[src/rtl/nibble_serial_adder_ctrl.sv]
// Nibble-serial W-bit adder: one shared fulladd4 walks the operands LSB nibble first.
// Optional subtract mode (A + ~B + 1) when NIBBLE_SUB_EN is defined.

module fulladd4 (
   output logic [3:0] s,
   output logic       cout,
   input  logic [3:0] a,
   input  logic [3:0] b,
   input  logic       Cin
);
   assign {cout, s} = {1'b0, a} + {1'b0, b} + {4'b0000, Cin};
endmodule

module nibble_serial_adder_ctrl #(
   parameter int NIBBLES = 4
) (
   input  logic                 clk,
   input  logic                 rst_n,
   input  logic                 start,
   input  logic [4*NIBBLES-1:0] a,
   input  logic [4*NIBBLES-1:0] b,
   input  logic                 cin,
`ifdef NIBBLE_SUB_EN
   input  logic                 sub,
`endif
   output logic                 busy,
   output logic                 done,
   output logic [4*NIBBLES-1:0] sum,
   output logic                 cout
);
   localparam int W  = 4*NIBBLES;
   localparam int CW = $clog2(NIBBLES);

   typedef enum logic [1:0] {IDLE, RUN, DONE} state_t;

   state_t          state, nstate;
   logic [W-1:0]    a_r, b_r;
   logic            carry;
   logic [CW-1:0]   cnt;
   logic [3:0]      fa_s;
   logic            fa_c;
   logic            last;

   fulladd4 u_fa (
      .s   (fa_s),
      .cout(fa_c),
      .a   (a_r[4*cnt +: 4]),
      .b   (b_r[4*cnt +: 4]),
      .Cin (carry)
   );

   assign last = (cnt == CW'(NIBBLES-1));
   assign busy = (state != IDLE);
   assign done = (state == DONE);

   always_ff @(posedge clk or negedge rst_n) begin
      if (!rst_n) state <= IDLE;
      else        state <= nstate;
   end

   always_comb begin
      nstate = state;
      case (state)
         IDLE:    if (start) nstate = RUN;
         RUN:     if (last)  nstate = DONE;
         DONE:    nstate = IDLE;
         default: nstate = IDLE;
      endcase
   end

   always_ff @(posedge clk or negedge rst_n) begin
      if (!rst_n) begin
         a_r   <= '0;
         b_r   <= '0;
         carry <= 1'b0;
         cnt   <= '0;
         sum   <= '0;
         cout  <= 1'b0;
      end else begin
         case (state)
            IDLE: if (start) begin
               a_r <= a;
               sum <= '0;
               cnt <= '0;
`ifdef NIBBLE_SUB_EN
               // subtract: invert B once at capture and force the initial carry
               b_r   <= sub ? ~b : b;
               carry <= sub ? 1'b1 : cin;
`else
               b_r   <= b;
               carry <= cin;
`endif
            end
            RUN: begin
               sum[4*cnt +: 4] <= fa_s;
               carry           <= fa_c;
               cnt             <= cnt + CW'(1);
               if (last) cout <= fa_c;
            end
            default: ;
         endcase
      end
   end
endmodule
[config.mk]
export PLATFORM = sky130hd
export DESIGN_NAME = nibble_serial_adder_ctrl
export DESIGN_NICKNAME = d
export VERILOG_FILES = /design/src/rtl/nibble_serial_adder_ctrl.sv
export SDC_FILE = /design/constraint.sdc
export NUM_CORES = 1
export LEC_CHECK = 0
export ABC_AREA = 1
export BUFFER_PORTS_ARGS = -buffer_cell sky130_fd_sc_hd__buf_4
export CAP_MARGIN = 0
export CELL_PAD_IN_SITES_DETAIL_PLACEMENT = 0
export CELL_PAD_IN_SITES_GLOBAL_PLACEMENT = 1
export CORE_ASPECT_RATIO = 1.5
export CORE_MARGIN = 10
export CORE_UTILIZATION = 40
export CTS_CLUSTER_DIAMETER = 80
export CTS_CLUSTER_SIZE = 25
export DETAILED_ROUTE_END_ITERATION = 6
export PLACE_DENSITY = 0.79
export SYNTH_ARGS = -nofsm -noshare
export SYNTH_HDL_FRONTEND = slang
export SYNTH_SLANG_ARGS = --single-unit
export TNS_END_PERCENT = 1
[constraint.sdc]
create_clock -name clk -period 3.1 [get_ports clk]
set_clock_uncertainty 0.05 [all_clocks]
set_input_delay 0.465 -clock clk [delete_from_list [all_inputs] [get_ports clk]]
set_output_delay 0.465 -clock clk [all_outputs]
set_load 0.01 [all_outputs]
---- Word level (Yosys, flattened, before mapping) ----
Cells that the tools add are included.
word-level totals
  register bits after elaboration ......... 54
  latch bits .............................. 0
  RAM bits ................................ 0
  memory bits (read-only) ................. 0
  input port bits ......................... 36
  output and inout port bits .............. 19
  logic and storage cells ................. 37
  memories kept ........................... 0
cells by class
  $add $sub $neg .......................... 4
  multiply operators ...................... 0
  div/mod/pow operators ................... 0
  magnitude comparators ................... 0
  equality and inequality tests ........... 5
  shifts and indexed selects .............. 4
  mux-type cells .......................... 10
  bitwise operators ....................... 0
  reductions and logical operators ........ 7
operator list
  operator                 number
  $neg 4->34               1
  $shift 4x34->16 const A  1
  $shiftx 4x34->16         1
  $pmux 16 s2              1
  $shiftx 16x5->4          2
  $bwmux 16                1
  $mux 16                  1
  $pmux 2 s2               2
  $reduce_and 2->1         4
  $mux 2                   3
  $add 4x4->5              1
  $add 5x1->5              1
  $eq 2x2->1 const B       2
  $ne 2x2->1 const B       2
  $reduce_bool 2->1        2
  $add 2x1->2 const B      1
  $eq 2x1->1 const B       1
  $logic_not 2->1          1
  $pmux 1 s2               1
  $mux 1                   1

---- Depth between registers and ports, before layout ----
Gate-level depths: netlist of run 1.
  depth after elaboration ................. 6
  gate-level depth with buffers ........... 12

---- Hierarchy ----
Synthesis of run 1 repeated with hierarchy kept, for this count alone.
second synthesis, totals
  cells, all modules ...................... 353
  area, all modules ....................... 2767.7 um2
modules (own cells, without submodules)
  module                    instances  cells each  area each (um2)  sequential area each (um2)
  nibble_serial_adder_ctrl  1          328         2602.5           1351.3
  fulladd4                  1          25          165.2            0.0

---- Least setup slack after synthesis of run 1 ----
Ideal clock, no wire load.
  path type ............................... reg-to-reg
  from .................................... register cnt[0]
  to ...................................... register sum[14]
  library setup time ...................... 77 ps
  data arrival time ....................... 2176 ps
  slack ................................... 797 ps
  cell stages (with the launch flop) ...... 12
  buffers on the path ..................... 2
  cells stage by stage .................... dfrtp_1 -> inv_1 -> buf_2 -> buf_2 -> nor2_1 -> o22ai_1 -> fa_1 -> inv_1 -> fa_1 -> xnor2_1 -> nand3_1 -> o21ai_1
between the ends
  cells in the longest elaborated chain, start to end .. 6
  elaborated cells on any way between the ends .. 9
  those cells by class .................... 3 x add/sub; 4 x shift; 2 x mux
RTL lines
  element                             line    source
  start: declaration                  39      logic [CW-1:0] cnt;
  start signal: assignment            97      cnt <= cnt + CW'(1);
  $shiftx 16x5->4 (on tied branches)  47, 48
  $add 4x4->5                         11      assign {cout, s} = {1'b0, a} + {1'b0, b} + {4'b0000, Cin};
  $add 5x1->5                         11
  $shiftx 4x34->16                    95      sum[4*cnt +: 4] <= fa_s;
  $bwmux 16 *                         95
  $pmux 16 s2 *                       80      case (state)
  end signal: indexed assignment      95
  end: declaration                    28      output logic [4*NIBBLES-1:0] sum,
Mark *: on every way between the ends. The rest lies on a longest branch, timed or not.
A chain may end at the register's enable or synchronous reset.

---- Worst setup path after layout of run 1 ----
  from .................................... register cnt[0]
  to ...................................... register sum[6]
Same word-level chain as after synthesis.

==> run metrics, run 1 <==
status=completed; final net count=404; Crit Reg-Reg Endpoint=sum[6]; number of remaining DRC errors=0; root buffer cell=clkbuf_8; yosys warns=0; share of layout cells above drive strength 1=18.9%; vias in the first global route=2242; Seq cells post-synth=54; Crit path largest cell delay=0.43 ns; Lkg Pwr=1.63 nW; Fin. Hold Viols=0; hold_buf cts=0; drt wl/cell=14.4 um; Layout Area Growth over Synthesis=19.9%; Worst Setup Start Kind=register; flop-to-flop setup slack=0.52 ns; antenna cells=0; Required @ worst endpoint=3.29 ns; combinational share of power=53.1%; Non-Filler Instances=433; starting density of the core=41.3%; FMAX=388 MHz; Reg area=0.00135 mm^2; Die Area=0.0101 mm^2; Post-CTS Setup Repair Bufs=0; Multi-input gate area=0.00106 mm^2; clk_lat worst skew=0.31 ns; global-route wire length before repair=10700 um; total grt overflow=0; Netlist cell types=23; CTS Buf Count=5; Sequential Power Share=35.9%; post-route cell area=0.00308 mm^2; final hold slack=0.140 ns; CTS sink cnt=54; CP max FO=21; critical path capture point type=register; RSZ-0062 raised after global routing=no; Seq/Total Area, Yosys=52.6%; Vias=2117; input/output buffers=54; VDD IR-drop max=416 uV; Post-Syn Instances=309; Final Max Tran Viols=0; antenna-violating nets left=0; htree depth=2; Post-Syn Area=0.00257 mm^2; Die W=85.5 um; post-CTS sizing=0; cells on worst reg2reg path=9; Ports=55; Worst Hold Class=input pin to async pin; Sw Pwr=1.55 mW; Worst-path clk slew=0.09 ns; Period minus WS final=2.58 ns; die height=118 um; FILL cells=692; # rows=35; Worst Path Arrival=2.76 ns; Tcrit/Tclk final=83.1%; WL final=6250 um; Syn Nets=354; post-place instance area=0.00301 mm^2; total iterations of the first detailed-routing run=4; MaxCap Viol Count=0; PwrDens=1110 mW/mm^2; placed cells=426; DP Wirelength=4740 um; Setup-failing EPs final=0; antenna violations before repair=0; Core Box Area=0.00622 mm^2; crit path cell chain=inv_1 > o21ai_0 > o22ai_1 > fa_1 > inv_1 > fa_1 > xnor2_1 > nand3_1 > o21ai_1; vias per inst=4.89; Net Sw Frac=45.4%; post-synthesis average cell area=8.32 um^2; relative slew slack=55.1%; Final Wtd Congestion=0.820; clock share of power=11.0%; Pint=1.86 mW; setup_tns=0 ns; RR Startpoint=cnt[0]; CTS tree=yes; slowest CP cell=inv_1; Worst-Margin Slew=0.674 ns; initial drt markers=110; GRT Util Overall=12.6%; critical path class=register to register; pin count of the biggest net entering global routing=55; clk buf depth=2
[power groups by stage]
stage	combinational, mW	sequential, mW	clock (mW)
5_1_grt	2.10	1.27	0.408
3_3_place_gp	1.82	1.24	0
4_1_cts	1.85	1.23	0.386
2_1_floorplan	1.29	1.22	0
3_5_place_dp	1.84	1.25	0
6_report	1.81	1.23	0.376
[through the flow]
stage | util, % | setup slack [ns] | total power [mW]
after floorplan | - | 0.797 | 2.51
after global placement | 48.3 | 0.648 | 3.06
after detailed placement | 48.3 | 0.566 | 3.09
after CTS | 49.6 | 0.547 | 3.47
after global routing | 49.6 | 0.320 | 3.78
final | 49.6 | 0.524 | 3.42
[worst max path at each step]
stage               startpoint  slack, ns      end  depth (start not counted)
detailed placement      cnt[0]       0.57  sum[14]                          9
global route            cnt[1]       0.32  sum[14]                          9
global placement        cnt[0]       0.65  sum[14]                          9
floorplan               cnt[0]       0.80  sum[14]                         11
CTS                     cnt[0]       0.55  sum[14]                          9
finish                  cnt[0]       0.52   sum[6]                          9
[cell families (layout without fill, tap and decap cells)]
group	Yosys count	count (layout)	share of synthesized area, %
adders and majority gates	9	9	4.96
xor gates and xnor gates	1	1	0.341
DFF	54	54	52.6
buffers and inverters	36	86	6.28
and+or+nand+nor	166	166	26.6
AOI/OAI and AO/OA	43	43	9.25
[cell type report]
| class | instances | area share, % |
|---|---|---|
| sequential | 54 | 43.8 |
| multi-input combinational | 219 | 34.3 |
| timing repair buffer | 55 | 13.4 |
| tap | 74 | 3.00 |
| inverter | 24 | 2.92 |
| clock buffer | 7 | 2.48 |
[Yosys cell counts (all sizes together)]
cell type / instances / area share (%)
nand4: 4 / 0.97
o21ai: 28 / 5.5
ha: 7 / 3.4
o22ai: 8 / 1.9
a21oi: 3 / 0.58
nand2: 133 / 20
nand3: 11 / 2.6
o31ai: 2 / 0.58
buf: 11 / 2.6
clkbuf: 1 / 0.15
nor3: 1 / 0.39
inv: 24 / 3.5
xnor2: 1 / 0.34
dfrtp: 54 / 53
nor2: 17 / 3.1
fa: 2 / 1.6
a32oi: 2 / 0.68
[layer usage]
metal,global-route usage [%],up-vias,part of all wire [%]
met5,0,-,0
met4,3.41,0,1.2
met3,3.30,5,4.7
met2,22.6,39,54
met1,14.0,994,40
li1,-,1079,-
[cells in the final DEF (no fill, tap or decap)]
| cell | count |
|---|---|
| nand2_2 | 1 |
| nor2_1 | 16 |
| nand3_4 | 1 |
| dfrtp_1 | 54 |
| a32oi_1 | 2 |
| ha_1 | 7 |
| clkbuf_8 | 5 |
| inv_2 | 4 |
| nor3_2 | 1 |
| nand2_1 | 132 |
| nand3_1 | 10 |
| a21oi_1 | 3 |
| fa_1 | 2 |
| xnor2_1 | 1 |
| clkbuf_1 | 2 |
| nor2_8 | 1 |
| nand4_1 | 4 |
| o22ai_1 | 8 |
| o21ai_1 | 6 |
| o21ai_0 | 22 |
| buf_4 | 55 |
| o31ai_1 | 2 |
| inv_1 | 20 |
[registers in the layout, summed over array words and instances, names as in the netlist]
signal	count
sum	16
carry	1
state	2
cout	1
a_r	16
cnt	2
b_r	16
[critical path: cells and delay by family, from the launching register on]
family	cells	cell delay [ns]
flip-flops	1	0.39
XOR/XNOR	1	0.31
buffers and inverters	2	0.49
AND/OR/NAND/NOR	1	0.15
adder cells (fa/ha/maj)	2	0.63
AO/OA/AOI/OAI	3	0.50
Power figures use the tool's default switching activity.
==> inputs of run 2 (changes only) <==
- clock period: 3.1 -> 2.4 ns (I/O delays scaled with it)
==> run 2 against run 1 <==
  * Sequential power rose by 28%
  * Register-to-register slack got worse by 0.45 ns
  * Final cell count rose by 1.2%
  * Critical path depth did not move
  * Routed wire length fell by 2.6%
  * Clock-buffer cell count fell by 1
  * Non-clock buffer count rose by 5
  * Sequential cell count did not move
  * Utilization rose by 1.5 points
  * Die area did not move
  * Combinational power rose by 38%
  * Critical endpoint is now sum[5]
  * Largest cell class unchanged
==> run metrics, run 2 (synthesized netlist as in run 1, its figures left out) <==
CP max FO=23; Setup-failing EPs final=0; Vias=2136; # rows=35; input/output buffers=54; Layout Area Growth over Synthesis=23.5%; Required @ worst endpoint=2.58 ns; initial drt markers=69; Die Area=0.0101 mm^2; share of layout cells above drive strength 1=21.2%; starting density of the core=41.3%; vias in the first global route=2336; global-route wire length before repair=10300 um; CTS tree=yes; Period minus WS final=2.32 ns; biggest regs=a_r x16, b_r x16, sum x16; number of remaining DRC errors=0; status=completed; MaxCap Viol Count=0; antenna violations before repair=0; DP Wirelength=4840 um; Lkg Pwr=1.68 nW; htree depth=2; RSZ-0062 raised after global routing=yes; post-place instance area=0.00306 mm^2; Final Wtd Congestion=0.852; Worst-path clk slew=0.09 ns; total iterations of the first detailed-routing run=4; antenna cells=0; final worst setup slack=0.0764 ns; Fin. Hold Viols=0; Ports=55; final net count=409; post-route cell area=0.00318 mm^2; drt wl/cell=13.9 um; final hold slack=0.0341 ns; CTS sink cnt=54; most frequent cells in the layout=nand2_1, buf_4, dfrtp_1; FMAX=430 MHz; vias per inst=4.88; hold_buf cts=0; GRT Util Overall=12.1%; critical path class=register to register; WL final=6090 um; root buffer cell=clkbuf_8; Tcrit/Tclk final=96.8%; VDD IR-drop max=648 uV; Tot Pwr=4.68 mW; Final Max Tran Viols=0; Worst-Margin Slew=0.661 ns; clk buf depth=2; most common cell after layout, fill and taps aside=nand2_1; Worst Path Arrival=2.50 ns; Die W=85.5 um; Core Box Area=0.00622 mm^2; relative slew slack=55.9%; CTS Buf Count=5; die height=118 um; placed cells=431; Worst Hold Class=input pin to async pin; clk_lat worst skew=0.30 ns; total grt overflow=0; Worst Setup Start Kind=register; pin count of the biggest net entering global routing=55; dpl ws=0.0452 ns; PwrDens=1470 mW/mm^2; antenna-violating nets left=0; critical path capture point type=register; Non-Filler Instances=438
[run 2: changes by cell type in the layout (fill, tap and decap cells not counted)]
cell / before / now
buf_4: 55 / 59
clkbuf_1: 2 / 0
buf_12: 0 / 1
bufinv_16: 0 / 1
clkbuf_8: 5 / 6
inv_1: 20 / 19
inv_2: 4 / 5
o21ai_0: 22 / 21
o21ai_1: 6 / 7
xnor2_1: 1 / 0
xnor2_2: 0 / 1
[run 2: stage by stage]
stage,setup TNS [ns],util [%]
floorplan,0,-
global placement,0,49.1
detailed placement,0,49.1
CTS,0,50.9
global route,-0.174,51.1
finish,0,51.1
[run 2: area by class of cell]
type	count	area, um^2
clock buffer	6	82.6
clock inverter	1	30.0
fill	651	3040
inverter	24	90.1
multi-input combinational	219	1070
sequential	54	1350
tap	74	92.6
timing repair buffer	60	463
[run 2: timing repair]
action,in CTS,in global routing
buffers inserted,0,0
resized for setup,0,3
endpoints found under the setup margin,0,8
[run 2: worst paths after layout]
check | from | endpoint | slack, ns | depth (start not counted)
setup / recovery | cnt[0] | sum[5] | 0.08 | 9
hold / removal | rst_n | sum[8] | 0.03 | 1
setup reg to reg | cnt[0] | sum[5] | 0.08 | 9
hold reg to reg | sum[15] | sum[15] | 0.43 | 2
max in group asynchronous | rst_n | a_r[9] | 1.82 | 1
min in group clk | b[14] | b_r[14] | 0.19 | 3
[run 2: report_power, final]
| group | switching [mW] | internal [mW] |
|---|---|---|
| Combinational | 1.50 | 0.997 |
| Clock | 0.275 | 0.334 |
| Sequential | 0.258 | 1.32 |
[run 2: metal layers]
metal	GRT usage, %	vias up	part of all wire [%]
li1	-	1089	-
met1	12.5	996	37
met2	22.6	42	56
met3	3.30	9	5.1
met4	3.62	0	1.8
met5	0	-	0
[run 2: worst max-delay path, stage by stage (launching register included)]
cell and delay, ns:
dfrtp_1 0.42, buf_12 0.17, o21ai_0 0.16, o22ai_1 0.12, fa_1 0.42, inv_1 0.08
fa_1 0.46, nor2_1 0.13, nand2_1 0.08, o21ai_0 0.15
